**config.mk**
```make
export PLATFORM = sky130hd
export DESIGN_NAME = id_unidad_riesgos_secuencial
export DESIGN_NICKNAME = d
export VERILOG_FILES = /design/src/rtl/id_unidad_riesgos_secuencial.sv
export SDC_FILE = /design/constraint.sdc
export NUM_CORES = 1
export LEC_CHECK = 0
export CORE_UTILIZATION = 26
export DETAILED_ROUTE_END_ITERATION = 8
export MAX_ROUTING_LAYER = met4
export PLACE_DENSITY = 0.79
export SLEW_MARGIN = 20
export SYNTH_ARGS = -nofsm -noshare
export SYNTH_HDL_FRONTEND = slang
export SYNTH_SLANG_ARGS = --single-unit
```
**constraint.sdc**
```tcl
create_clock -name i_clk -period 2.8 [get_ports i_clk]
set_clock_uncertainty 0.1 [all_clocks]
set_input_delay 0.84 -clock i_clk [delete_from_list [all_inputs] [get_ports i_clk]]
set_output_delay 0.84 -clock i_clk [all_outputs]
set_load 0.03 [all_outputs]
```
**src/rtl/id_unidad_riesgos_secuencial.sv**
```systemverilog
// ID-stage hazard unit: multi-cycle load-use stall, mult/div stall-until-done and flush control.
// Optional statistics counters are built only when RIESGOS_STATS_EN is defined.
module id_unidad_riesgos_secuencial #(
    parameter int unsigned RNBITS   = 5,
    parameter int unsigned LOAD_LAT = 1,
    parameter int unsigned CNTBITS  = 3,
    parameter int unsigned STATBITS = 16
) (
    input  logic                i_clk,
    input  logic                i_reset,
    input  logic                i_ID_EX_MemRead,
    input  logic [RNBITS-1:0]   i_ID_EX_Rt,
    input  logic [RNBITS-1:0]   i_IF_ID_Rs,
    input  logic [RNBITS-1:0]   i_IF_ID_Rt,
    input  logic                i_IF_ID_UsaRt,
    input  logic                i_ID_Unidad_Control_Jump,
    input  logic                i_EX_MEM_Flush,
    input  logic                i_EX_MC_Start,
    input  logic                i_EX_MC_Done,
    output logic                o_Mux_Riesgo,
    output logic                o_PC_Write,
    output logic                o_IF_ID_Write,
    output logic                o_ID_EX_Write,
    output logic                o_Latch_Flush,
    output logic                o_IF_ID_Flush,
    output logic                o_MC_Cancel,
    output logic [STATBITS-1:0] o_Stall_Cycles,
    output logic [STATBITS-1:0] o_Flush_Count
);

    typedef enum logic [1:0] {StIdle, StLoadStall, StMcBusy} state_e;

    state_e               state_q, state_d;
    logic [CNTBITS-1:0]   cnt_q, cnt_d;
    logic                 hazard;
    logic                 load_stall;
    logic                 mc_stall;
    logic                 cancel;

    always_comb begin
        hazard = i_ID_EX_MemRead && (i_ID_EX_Rt != '0) &&
                 ((i_ID_EX_Rt == i_IF_ID_Rs) ||
                  (i_IF_ID_UsaRt && (i_ID_EX_Rt == i_IF_ID_Rt)));
    end

    always_comb begin
        state_d    = state_q;
        cnt_d      = cnt_q;
        load_stall = 1'b0;
        mc_stall   = 1'b0;
        cancel     = 1'b0;
        if (i_EX_MEM_Flush) begin
            state_d = StIdle;
            cnt_d   = '0;
            cancel  = (state_q == StMcBusy) || i_EX_MC_Start;
        end else begin
            unique case (state_q)
                StIdle: begin
                    if (i_EX_MC_Start) begin
                        mc_stall = 1'b1;
                        state_d  = StMcBusy;
                    end else if (hazard) begin
                        load_stall = 1'b1;
                        // The detection cycle is the first stall cycle; only longer latencies need the FSM.
                        if (LOAD_LAT > 1) begin
                            state_d = StLoadStall;
                            cnt_d   = CNTBITS'(LOAD_LAT - 1);
                        end
                    end
                end
                StLoadStall: begin
                    load_stall = 1'b1;
                    if (cnt_q <= CNTBITS'(1)) begin
                        state_d = StIdle;
                        cnt_d   = '0;
                    end else begin
                        cnt_d = cnt_q - CNTBITS'(1);
                    end
                end
                StMcBusy: begin
                    if (i_EX_MC_Done) begin
                        state_d = StIdle;
                    end else begin
                        mc_stall = 1'b1;
                    end
                end
                default: begin
                    state_d = StIdle;
                    cnt_d   = '0;
                end
            endcase
        end
    end

    always_ff @(posedge i_clk or negedge i_reset) begin
        if (!i_reset) begin
            state_q <= StIdle;
            cnt_q   <= '0;
        end else begin
            state_q <= state_d;
            cnt_q   <= cnt_d;
        end
    end

    // Outputs are forced to their idle values while reset is held, whatever the inputs do.
    always_comb begin
        o_Mux_Riesgo  = 1'b0;
        o_PC_Write    = 1'b1;
        o_IF_ID_Write = 1'b1;
        o_ID_EX_Write = 1'b1;
        o_Latch_Flush = 1'b0;
        o_IF_ID_Flush = 1'b0;
        o_MC_Cancel   = 1'b0;
        if (i_reset) begin
            if (i_EX_MEM_Flush) begin
                o_Latch_Flush = 1'b1;
                o_IF_ID_Flush = 1'b1;
                o_MC_Cancel   = cancel;
            end else if (load_stall) begin
                o_Mux_Riesgo  = 1'b1;
                o_PC_Write    = 1'b0;
                o_IF_ID_Write = 1'b0;
            end else if (mc_stall) begin
                o_PC_Write    = 1'b0;
                o_IF_ID_Write = 1'b0;
                o_ID_EX_Write = 1'b0;
            end else begin
                o_IF_ID_Flush = i_ID_Unidad_Control_Jump;
            end
        end
    end

`ifdef RIESGOS_STATS_EN
    logic [STATBITS-1:0] stall_cnt_q, flush_cnt_q;

    always_ff @(posedge i_clk or negedge i_reset) begin
        if (!i_reset) begin
            stall_cnt_q <= '0;
            flush_cnt_q <= '0;
        end else begin
            if (!o_PC_Write && (stall_cnt_q != '1)) begin
                stall_cnt_q <= stall_cnt_q + STATBITS'(1);
            end
            if (o_Latch_Flush && (flush_cnt_q != '1)) begin
                flush_cnt_q <= flush_cnt_q + STATBITS'(1);
            end
        end
    end

    assign o_Stall_Cycles = stall_cnt_q;
    assign o_Flush_Count  = flush_cnt_q;
`else
    assign o_Stall_Cycles = '0;
    assign o_Flush_Count  = '0;
`endif

endmodule

```
==> impl_results.md <==
- Run status: complete, but fails checks
- Violations in the final reports: setup timing
- Adder-cell area share of the yosys netlist: 0%
- Number of enable-type register cells in the synthesized netlist: 0
- Max reg flops: 1
- Fill cell instance count of the final layout: 176
- Reg-to-reg slack, setup: 1.58 ns
- Sum of overflow across all layers after global routing: 0
- Startpoint of the tightest hold check path: state_q[1]$_DFFE_PN0P_
- Die Footprint: 0.00209 mm^2
- Net switching fraction of the power: 57.0%
- Share of layout cells above drive strength 1: 38.5%
- Total number of nets in the final design: 134
- Fraction of power consumed by combinational cells: 90.2%
- Unrepaired setup endpoints after global routing: yes
- Initial core utilization: 28.2%
- Routed wirelength normalized by instance count: 7.82 um
- Sequential share of power: 9.8%
- Worst-path clk slew: 0 ns
- Cell seen most often among critical-path stages: buf_6
- Internal power component: 77.2 uW
- Portion of netlist area occupied by mux cells: 0%
- Fmax: 0.334 GHz
- Cell Pwr Density: 210 mW/mm^2
- Sequential area share after synthesis: 5.03%
- Synth-to-layout area growth: 72.1%
- Chip Height: 45.8 um
- Dominant combinational cell family by area after synthesis: buffers and inverters
- Yosys top cell area share: 49.7%
- Commonest cells post-synth: buf_4, xnor2_1, nand2_1
- Share of power burned in the clock network: 0%
- Die width: 45.8 um
- Hold Worst Slack: 0.869 ns
- Global-route wire length before repair: 1680 um
- Remaining number of nets flagged by the antenna check after routing: 0
- Worst flop-to-flop path startpoint: state_q[1]$_DFFE_PN0P_
- Final weighted congestion in routability-driven placement: 0.786
- Post-layout total power: 180 uW
- Type of element capturing the critical path: primary output
- DRT Pass-1 Iters: 2
- #FFs+latches synth: 1
- Cells traversed along the worst timing path: buf_6 -> or4_4 -> o21ai_4 -> a41oi_2 -> o21ai_2 -> buf_6
- Max Transition Viols Final: 0
- Clk Latency, worst-skew pair: 0 ns
- RR Endpoint: state_q[1]$_DFFE_PN0P_
- Cell leakage power: 0.457 nW
- Number of port buffers: 29
- Max stage delay on crit path: 0.54 ns
- Synth Warn #: 0
- Total setup violations reported at the end of the flow: 4
- Hold Crit Endpoint: state_q[1]$_DFFE_PN0P_
- Routed wire length: 1050 um
- Diodes inserted: 0
- I/O pin total: 62
- Distinct cells, synth: 21
- Total via count after detailed routing: 493
- Tcrit/Tclk final: 107%
- Cells taking the most area after synthesis: buf_4, xnor2_1, dfrtp_1, nand2b_1, nand2_1
- Post-DP HPWL: 959 um
- Hold-critical path depth: 5
- Worst Reg2Reg Path Length in Cells: 5
- Kind of start point of the critical path: input port
- Post-Synthesis Mean Instance Area: 7.43 um^2
- Number of antenna violations at the first check in global routing: 0
- Top flip-flop cell by instance count after synthesis: dfrtp_1
- Placeable core region: 0.00176 mm^2
- Final-report hold violation count: 0
- Min setup slack post-route: -0.195 ns
- Fin crit period: 3.00 ns
- Maximum number of pins on one net before global-route repair: 6
- Simple-gate area share of the yosys netlist: 15.1%
- Min-delay worst type: reg2reg
- Peak supply drop: 0.0786 mV
- Share of the synthesized area in compound gates (AO/OA/AOI/OAI): 10.3%
- Largest register by flop count: state_q
- Arrival time of the worst setup path: 2.06 ns
- Vias per cell: 3.68
- Cell area after synthesis: 498 um^2
- Total track usage: 10.9%
- Post-CTS Hold Fix Bufs: 0
- Slowest cell on the critical path: or4_4
- Max-Cap Viols: 0
- Maximum fanout count along the critical path: 3
- Initial detailed-routing violation count: 1
- Standard-cell row count: 15
- Required arrival time at the worst endpoint: 1.86 ns
- Xor/xnor share of the synthesized area: 17.6%
- Via count of the first global-routing pass: 454
- Most frequently used cell type in the post-synthesis netlist: buf_4
- DRC Markers: 0
- Switching power summed over all nets: 103 uW
- Async set-or-reset flop fraction in the synthesized netlist: 100%
- Cell count after synthesis: 67
- Largest registers ranked by flip-flop count: state_q (1)
- Yosys top cell by area: buf_4
- Worst Path Class, Setup: in2out
[what timing repair did]
action,in CTS,in global routing
pin swaps,15,8
endpoints found under the setup margin,6,5
buffers inserted,0,2
resized for setup,49,12
[routing by layer]
metal | vias to the layer above | wire [um] | global-route usage, %
li1 | 238 | - | -
met1 | 210 | 311 | 9.93
met2 | 45 | 599 | 24.9
met3 | 0 | 137 | 0.397
met4 | 0 | 0 | 0
met5 | - | 0 | -
[cell type report]
type | instances | area, um^2 | share of cell area, %
Sequential cell | 1 | 25.0 | 2.92
Timing Repair Buffer | 44 | 375 | 43.8
Multi-Input combinational cell | 62 | 418 | 48.8
Tap cell | 25 | 31.3 | 3.65
Inverter | 2 | 7.51 | 0.876
[metrics by stage]
stage | TNS, ns | worst slack [ns] | cells | cell area (um^2) | utilization (%)
after detailed placement | -2.72 | -0.574 | 132 | 805 | 45.6
after global placement | -2.63 | -0.542 | 132 | 805 | 45.6
after floorplan | -0.297 | -0.228 | 98 | 648 | -
after global routing | -0.820 | -0.241 | 134 | 857 | 48.6
final | -0.670 | -0.195 | 134 | 857 | 48.6
after CTS | -0.812 | -0.228 | 132 | 826 | 46.8
[worst max-delay path, delay by kind of cell]
family	cells	cell delay [ns]
buffers and inverters	2	0.23
AND/OR/NAND/NOR	1	0.54
AO/OA/AOI/OAI	3	0.44
[power by group through the flow]
stage	logic [mW]	registers [mW]	clock network [mW]
after floorplan	0.132	0.0165	0
after global placement	0.157	0.0166	0
after detailed placement	0.159	0.0166	0
after CTS	0.159	0.0171	0
after global routing	0.174	0.0179	0
final	0.162	0.0177	0
[logic make-up after synthesis]
family	count (synthesis)
buffers and inverters	35
AND/OR/NAND/NOR	13
XOR/XNOR	10
AO/OA/AOI/OAI	7
flip-flops	1
other	1
[worst max path at each step]
stage / depth (start not counted) / slack, ns / endpoint / start
CTS: 6 / -0.23 / o_IF_ID_Write / i_ID_EX_Rt[4]
global route: 6 / -0.24 / o_IF_ID_Flush / i_ID_EX_Rt[4]
floorplan: 5 / -0.23 / o_PC_Write / i_ID_EX_Rt[1]
detailed placement: 6 / -0.57 / o_IF_ID_Flush / i_ID_EX_Rt[1]
finish: 6 / -0.20 / o_IF_ID_Flush / i_ID_EX_Rt[4]
global placement: 6 / -0.54 / o_IF_ID_Flush / i_ID_EX_Rt[1]
[cells in the final DEF (no fill, tap or decap), types with 2 or more instances in the layout]
master / synthesis / routed
clkbuf_2: 0 / 3
buf_2: 0 / 3
nand3_1: 2 / 2
dlymetal6s2s_1: 0 / 2
clkdlybuf4s50_1: 0 / 2
nand2_1: 3 / 2
dlygate4sd2_1: 0 / 10
conb_1: 1 / 32
xnor2_1: 10 / 10
buf_6: 0 / 8
buf_4: 33 / 15
(Power assumes the default switching activity.)
